File: src/rtl/waterlight_pkg.sv
// Shared definitions for the WaterLight AHB-Lite peripheral: register
// offsets (HADDR[3:2]) and the LED pattern mode encoding.
package waterlight_pkg;

  localparam logic [1:0] OFF_MODE  = 2'd0;
  localparam logic [1:0] OFF_SPEED = 2'd1;
  localparam logic [1:0] OFF_LED   = 2'd2;

  typedef enum logic [1:0] {
    MODE_STOP  = 2'd0,
    MODE_LEFT  = 2'd1,
    MODE_RIGHT = 2'd2,
    MODE_BLINK = 2'd3
  } mode_e;

endpackage

File: src/rtl/waterlight_engine.sv
// WaterLight pattern engine: a 32-bit prescaler that produces one tick every
// speed+1 cycles, and the LED pattern register that advances on each tick.
// A mode write reloads the pattern; either register write restarts the
// prescaler and swallows any tick that would have landed in that cycle.
module waterlight_engine
  import waterlight_pkg::*;
#(
  parameter int LED_W = 8
) (
  input  logic             clk,
  input  logic             rst_n,
  input  mode_e            mode,      // already reflects a mode write in progress
  input  logic [31:0]      speed,
  input  logic             mode_wr,
  input  logic             speed_wr,
  output logic [LED_W-1:0] led
);

  localparam logic [LED_W-1:0] LED_LSB = {{(LED_W-1){1'b0}}, 1'b1};
  localparam logic [LED_W-1:0] LED_MSB = {1'b1, {(LED_W-1){1'b0}}};

  logic [31:0]      cnt_reg;
  logic [LED_W-1:0] led_reg;
  logic             tick;

  // Pattern value loaded when a new mode is written.
  function automatic logic [LED_W-1:0] load_value(input mode_e m);
    case (m)
      MODE_LEFT:  load_value = LED_LSB;
      MODE_RIGHT: load_value = LED_MSB;
      MODE_BLINK: load_value = '1;
      default:    load_value = '0;
    endcase
  endfunction

  // One pattern step for the current mode.
  function automatic logic [LED_W-1:0] step_value(input mode_e m, input logic [LED_W-1:0] v);
    case (m)
      MODE_LEFT:  step_value = {v[LED_W-2:0], v[LED_W-1]};
      MODE_RIGHT: step_value = {v[0], v[LED_W-1:1]};
      MODE_BLINK: step_value = ~v;
      default:    step_value = '0;
    endcase
  endfunction

  assign tick = (mode != MODE_STOP) && (cnt_reg >= speed);
  assign led  = led_reg;

  // Prescaler and pattern register; writes take priority over the tick.
  always_ff @(posedge clk or negedge rst_n) begin
    if (!rst_n) begin
      cnt_reg <= '0;
      led_reg <= '0;
    end else if (mode_wr) begin
      cnt_reg <= '0;
      led_reg <= load_value(mode);
    end else if (speed_wr) begin
      cnt_reg <= '0;
    end else if (mode == MODE_STOP) begin
      cnt_reg <= '0;
      led_reg <= '0;
    end else if (tick) begin
      cnt_reg <= '0;
      led_reg <= step_value(mode, led_reg);
    end else begin
      cnt_reg <= cnt_reg + 32'd1;
    end
  end

endmodule

File: src/rtl/ahblite_waterlight.sv
// AHB-Lite slave for the WaterLight peripheral. Captures the address phase,
// commits writes to MODE/SPEED at the end of the data phase, serves reads
// from a combinational mux, and hands the pattern work to waterlight_engine.
// Zero wait states, always OKAY.
module ahblite_waterlight
  import waterlight_pkg::*;
#(
  parameter int          LED_W     = 8,
  parameter logic [31:0] SPEED_RST = 32'd1_000_000
) (
  input  logic             HCLK,
  input  logic             HRESETn,
  input  logic             HSEL,
  input  logic [31:0]      HADDR,
  input  logic [1:0]       HTRANS,
  input  logic [2:0]       HSIZE,
  input  logic [3:0]       HPROT,
  input  logic             HWRITE,
  input  logic [31:0]      HWDATA,
  input  logic             HREADY,
  output logic             HREADYOUT,
  output logic             HRESP,
  output logic [31:0]      HRDATA,
  output logic [LED_W-1:0] LED
);

  logic        valid_reg;
  logic        write_reg;
  logic [1:0]  offset_reg;
  mode_e       mode_reg;
  logic [31:0] speed_reg;

  logic        accept;
  logic        mode_wr;
  logic        speed_wr;
  mode_e       mode_next;
  logic        unused_bits;

  assign accept    = HSEL & HTRANS[1] & HREADY;
  assign mode_wr   = valid_reg & write_reg & (offset_reg == OFF_MODE);
  assign speed_wr  = valid_reg & write_reg & (offset_reg == OFF_SPEED);
  assign mode_next = mode_wr ? mode_e'(HWDATA[1:0]) : mode_reg;

  assign HREADYOUT = 1'b1;
  assign HRESP     = 1'b0;

  // Size, protection and byte-lane address bits play no part in this slave.
  assign unused_bits = ^{HSIZE, HPROT, HADDR[31:4], HADDR[1:0]};

  // Address-phase capture; valid drops whenever no transfer is accepted.
  always_ff @(posedge HCLK or negedge HRESETn) begin
    if (!HRESETn) begin
      valid_reg  <= 1'b0;
      write_reg  <= 1'b0;
      offset_reg <= 2'd0;
    end else begin
      valid_reg <= accept;
      if (accept) begin
        write_reg  <= HWRITE;
        offset_reg <= HADDR[3:2];
      end
    end
  end

  // MODE/SPEED registers, written at the end of the data phase.
  always_ff @(posedge HCLK or negedge HRESETn) begin
    if (!HRESETn) begin
      mode_reg  <= MODE_STOP;
      speed_reg <= SPEED_RST;
    end else begin
      if (mode_wr)  mode_reg  <= mode_e'(HWDATA[1:0]);
      if (speed_wr) speed_reg <= HWDATA;
    end
  end

  // Read mux from the registered offset; reserved slot reads zero.
  always_comb begin
    HRDATA = '0;
    case (offset_reg)
      OFF_MODE:  HRDATA = {30'd0, mode_reg};
      OFF_SPEED: HRDATA = speed_reg;
      OFF_LED:   HRDATA = 32'(LED);
      default:   HRDATA = '0;
    endcase
  end

  waterlight_engine #(
    .LED_W(LED_W)
  ) u_engine (
    .clk      (HCLK),
    .rst_n    (HRESETn),
    .mode     (mode_next),
    .speed    (speed_reg),
    .mode_wr  (mode_wr),
    .speed_wr (speed_wr),
    .led      (LED)
  );

endmodule
File: config.mk
export PLATFORM = sky130hd
export DESIGN_NAME = ahblite_waterlight
export DESIGN_NICKNAME = d
export VERILOG_FILES = /design/src/rtl/waterlight_pkg.sv /design/src/rtl/waterlight_engine.sv /design/src/rtl/ahblite_waterlight.sv
export SDC_FILE = /design/constraint.sdc
export NUM_CORES = 1
export LEC_CHECK = 0
export CAP_MARGIN = 20
export CELL_PAD_IN_SITES_DETAIL_PLACEMENT = 1
export CELL_PAD_IN_SITES_GLOBAL_PLACEMENT = 2
export CORE_MARGIN = 4
export CORE_UTILIZATION = 33
export CTS_BUF_LIST = sky130_fd_sc_hd__clkbuf_16
export CTS_CLUSTER_SIZE = 20
export DETAILED_ROUTE_END_ITERATION = 16
export HOLD_SLACK_MARGIN = 0.03
export PLACE_DENSITY = 0.87
export SLEW_MARGIN = 20
export SYNTH_ARGS = -nofsm -noshare
export SYNTH_HDL_FRONTEND = slang
export SYNTH_HIERARCHICAL = 1
export SYNTH_SLANG_ARGS = --single-unit
File: constraint.sdc
create_clock -name HCLK -period 4.1 [get_ports HCLK]
set_clock_uncertainty 0.15 [all_clocks]
set_input_delay 0.82 -clock HCLK [delete_from_list [all_inputs] [get_ports HCLK]]
set_output_delay 0.82 -clock HCLK [all_outputs]
set_load 0.05 [all_outputs]
==> results.md <==
- GR Layer Usage met1: 18.4%
- Crit. End Element: output pin
- Final core occ: 42.5%
- CP startpoint: offset_reg[0]
- Global route hottest layer: met2
- Via count: 3,541
- Drt first-iter violations: 160
- Met2 GRT Util: 25.0%
- Clock tree from TritonCTS: yes
- H-tree depth: 3
- Fin cells: 705
- Comb pwr share: 41.3%
- Final min period: 3340 ps
- Port-buffer cells: 79
- Filler Cells Inserted: 1,559
- Synth top area cells: dfrtp_1 (38%), mux2_4 (9.3%), ha_1 (8.8%), dfstp_2 (3.9%), mux2_2 (3.9%)
- Post-Syn Nets: 553
- Worst Path Buf+Inv: 1
- Worst r2r src: u_engine/cnt_reg[29]
- Final hold slack: 377 ps
- Async S/R FF share, synth: 100%
- ANT cells: 0
- Met3 usage: 3.01%
- Post-CTS Hold Fix Bufs: 0
- Layout cells sized above 1: 14.7%
- Crit path required time: 3130 ps
- Detailed placement HPWL: 8130 µm
- # setup viols final: 0
- Number of CTS-inserted buffers: 9
- Final Instance Area: 5900 µm²
- F_max: 299 MHz
- Startpoint Class: flop
- Post-synth EDFFs: 0
- Commonest non-fill, non-tap cells in the layout: clkdlybuf4s50_1 (78), dfrtp_1 (71), nor2_1 (48), inv_1 (39), ha_1 (33)
- WL/cell: 15.9 µm
- Postcts setup bufs: 0
- Top cell type's share of synthesized area: 38.0%
- Std cell rows: 43
- CP delay by family, top: buffers and inverters
- RSZ-0062 raised after global routing: false
- Post-Route WL: 11,200 µm
- Main synth FF type: dfrtp_1
- Fin nets: 632
- DRT Pass-1 Iters: 4
- Clk buf depth: 2
- Worst Path Max Fanout: 8
- Initial antenna violation count: 0
- Clock sinks: 78
- Tot GR Track Use: 14.5%
- Via/cell ratio: 5.02
- Max_cap viols: 0
- Status: complete, no violations
- LEAKAGE: 2.77 nW
- Hold crit path type: in2async
- CP Data Arrival Time: 2370 ps
- Switching power of the nets: 1.22 mW
- Placer congestion estimate: 0.782
- Rel. slew slack: 39.0%
- Core Footprint: 13,900 µm²
- Final ANT Viol Nets: 0
- Clock Tree Root: clkbuf_16
- Power Density: 546 nW/µm²
- Pre-CTS setup slack: 941 ps
- Worst-margin pin slew: 907 ps
- Worst skew pair latency: 330 ps
- Largest net degree at the start of global routing: 79
- Most common cell after layout, fill and taps aside: clkdlybuf4s50_1
- Post-cts resize count: 0
- Dpl cells: 690
- Layout area overhead: 26.4%
- Cell Area, Synth: 4670 µm²
- Part of the power in registers: 34.9%
- DRC Markers: 0
- Synth unique cells: 50
- Die extent in y: 127 µm
- Setup TNS: 0 ps
- Worst path cell trace: nor2b_1, a22o_1, clkdlybuf4s50_1
- Synthesized flop and latch total: 78
- Vias in the first global route: 3,729
- VDD IR-drop max: 189 µV
- Int Power: 2.00 mW
- Slew Limit Fails: 0
- Sw Share: 37.9%
- Area of the die: 16,100 µm²
- Final Hold Viols: 0
- Tcrit/Tclk final: 81.5%
- Initial core utilization: 33.6%
- Area of the multi-input gates: 2480 µm²
- Critical Path Slowest Stage Cell: clkdlybuf4s50_1
- Register area share after synthesis: 42.0%
- Gr ovfl total: 0
- Largest area contributor in the netlist: dfrtp_1
- CP peak stage delay: 800 ps
- # IOs: 120
- Clock power frac: 23.8%
- First-pass GRT wire length: 18,800 µm
- Setup CP Type: reg2out
- Die width: 127 µm
- Final WS setup: 760 ps
- Clk slew on worst S/H paths: 60 ps
- Mapped Cells: 442
- Syn. warnings: 6
- Final Power: 3.22 mW
- Syn avg cell area: 10.6 µm²
- FF/Latch Area: 1960 µm²
- Post-DP Area: 5620 µm²
## Yosys cell counts, types with 2 or more instances
master     count
o22ai_1        8
mux2_4        29
buf_6          3
xnor2_1       15
or3_1          4
a22o_1         6
nand4_1        8
o21a_1         2
o21ai_0        2
a211o_1        2
nand3_1        9
dfstp_2        7
and3_1        10
o21bai_1       2
o2bb2ai_1      2
dfrtp_1       71
buf_4          3
a22oi_1        6
and4_1         2
nand2_1       20
inv_1         39
nor2_1        48
nor3_1         5
a21oi_1       12
ha_1          33
mux2_2        16
mux2i_1        2
and2_1        25
xor2_1        15
conb_1         2
buf_2          4
nor2b_1        9
clkbuf_1       4
## power by group through the flow
stage | logic (mW) | clock network [mW] | registers [mW]
6_report | 1.33 | 0.766 | 1.12
5_1_grt | 1.45 | 0.831 | 1.16
4_1_cts | 1.35 | 0.795 | 1.13
3_5_place_dp | 1.34 | 0 | 1.14
3_3_place_gp | 1.30 | 0 | 1.13
2_1_floorplan | 0.922 | 0 | 1.14
## per-layer routing
| metal | vias up | share of wire (%) |
|---|---|---|
| li1 | 1681 | - |
| met1 | 1799 | 45 |
| met2 | 54 | 51 |
| met3 | 7 | 3.4 |
| met4 | 0 | 0.81 |
| met5 | - | 0 |
## kinds of logic (layout without fill, tap and decap cells)
family	Yosys count	in the layout	synth area share (%)
buffers and inverters	53	136	5.09
adder cells (fa/ha/maj)	33	33	8.84
XOR/XNOR	30	30	5.63
flip-flops	78	78	42.0
multiplexers	47	47	13.6
AO/OA/AOI/OAI	53	53	8.30
AND/OR/NAND/NOR	146	146	16.4
other	2	2	0.161
## worst paths after layout
kind,to,slack (ps),cells past startpoint
max in group asynchronous,speed_reg[11],2940,1
hold / removal,speed_reg[27],380,1
min in group HCLK,u_engine/cnt_reg[0],380,1
setup reg to reg,u_engine/led[4],1040,6
setup / recovery,HRDATA[4],760,3
hold reg to reg,u_engine/cnt_reg[0],380,1
## cell type report
type / count / area share [%]
multi-input combinational: 311 / 42.0
sequential: 78 / 33.2
timing repair buffer: 82 / 13.8
clock buffer: 9 / 3.81
tap: 180 / 3.81
inverter: 39 / 2.48
clock inverter: 6 / 0.911
Note: power is estimated with default switching activity, not from simulation.
==> edit (config.mk and constraints unchanged) <==
`LED_W` is set to 8 in 2 places; all go to 6.
--- a/src/rtl/waterlight_engine.sv
+++ b/src/rtl/waterlight_engine.sv
@@ -6,5 +6,5 @@
   import waterlight_pkg::*;
 #(
-  parameter int LED_W = 8
+  parameter int LED_W = 6
 ) (
   input  logic             clk,
--- a/src/rtl/ahblite_waterlight.sv
+++ b/src/rtl/ahblite_waterlight.sv
@@ -6,5 +6,5 @@
   import waterlight_pkg::*;
 #(
-  parameter int          LED_W     = 8,
+  parameter int          LED_W     = 6,
   parameter logic [31:0] SPEED_RST = 32'd1_000_000
 ) (
Interface: changed (resized LED); port bits go from 120 to 118. The function was not compared with the original's and may differ.
==> edit against the original RTL <==
Critical endpoint is now HRDATA[18]; routed wire length down 1.1%; setup slack improved by 49 ps; final area fell by 2.8%; sequential cell count fell by 2; cell count is 2.4% lower; global-route usage up 0.55 points; area after synthesis decreased by 2.5%; power is 4.9% lower.
==> edit: results <==
set metrics [dict create \
    synth_cell_types 51 \
    insertion_delay_ps 340 \
    dp_slack_ps 807.9 \
    synthMuxAreaShare 0.1346 \
    layout.nets 619 \
    wirelength_mm 11.11 \
    gp_congestion 0.7687 \
    status "completed" \
    grt_max_degree 77 \
    slew_headroom 0.4173 \
    fillers 1494 \
    dp_cells 673 \
    synth_compound_area_frac 0.07527 \
    syn_avg_cell_area_sq_um 10.59 \
    synth_nets 541 \
    first_iter_violations 145 \
    p_leak_nw 2.719 \
    drive_above_1_share 0.1504 \
    ir_drop_mv 0.2204 \
    wl_met2_mm 5.685 \
    wl_met3_microns 308 \
    dpl.hpwl_mm 8.188 \
    met1_length_mm 4.908 \
    ctsResizeCount 0 \
    grt_pass1_wl_mm 19.26 \
    postPlaceCellArea_sq_um 5488 \
    grt_use_total 0.1502 \
    synth.area.top_cells "dfrtp_1 (38%), mux2_4 (9.6%), ha_1 (9.1%), dfstp_2 (4.0%), nor2_1 (3.8%)" \
    path_max_fanout 16 \
]
==> edit: cell count changes after synthesis, moves of 2 or more <==
cell	before	now
and4_1	2	0
o22ai_1	8	6
nor2_1	48	46
dfrtp_1	71	69
and3_1	10	12
nand2_1	20	14
mux2_2	16	14
a22oi_1	6	4
a22o_1	6	4
nand3_1	9	15
nor3_1	5	3
==> edit: area by class of cell <==
cell class                      count  area (sq um)  area share
Clock inverter                      6         25.02    0.004358
Clock buffer                        9         225.2     0.03922
Tap cell                          176         220.2     0.03835
Multi-Input combinational cell    301          2412      0.4201
Timing Repair Buffer               81         802.0      0.1397
Inverter                           39         146.4     0.02550
Sequential cell                    76          1911      0.3328
==> edit: critical path: cells and delay by family, from the launching register on <==
family / cells / cell delay [ps]
buf+inv: 2 / 1050
flops: 1 / 510
simple gates: 2 / 420
==> edit: final timing paths <==
kind | cells past startpoint | slack (ps) | to | startpoint
setup / recovery | 4 | 810 | HRDATA[18] | offset_reg[0]
hold / removal | 1 | 350 | u_engine/led[3] | HRESETn
setup reg to reg | 9 | 870 | u_engine/cnt_reg[28] | u_engine/cnt_reg[0]
hold reg to reg | 1 | 360 | u_engine/cnt_reg[0] | u_engine/cnt_reg[0]
max in group asynchronous | 1 | 2950 | speed_reg[7] | HRESETn
min in group HCLK | 1 | 360 | u_engine/cnt_reg[0] | u_engine/cnt_reg[0]
==> edit: power breakdown <==
part           total [mW]  leakage [nW]  internal (mW)  switching [mW]
combinational        1.27          1.62          0.555           0.715
sequential           1.09         0.965          0.935           0.158
clock               0.700         0.133          0.395           0.304
==> edit: layer usage <==
layer / GRT usage / up-vias
li1: - / 1620
met1: 0.1817 / 1688
met2: 0.2643 / 51
met3: 0.02772 / 13
met4: 0.05740 / 0
met5: 0 / -
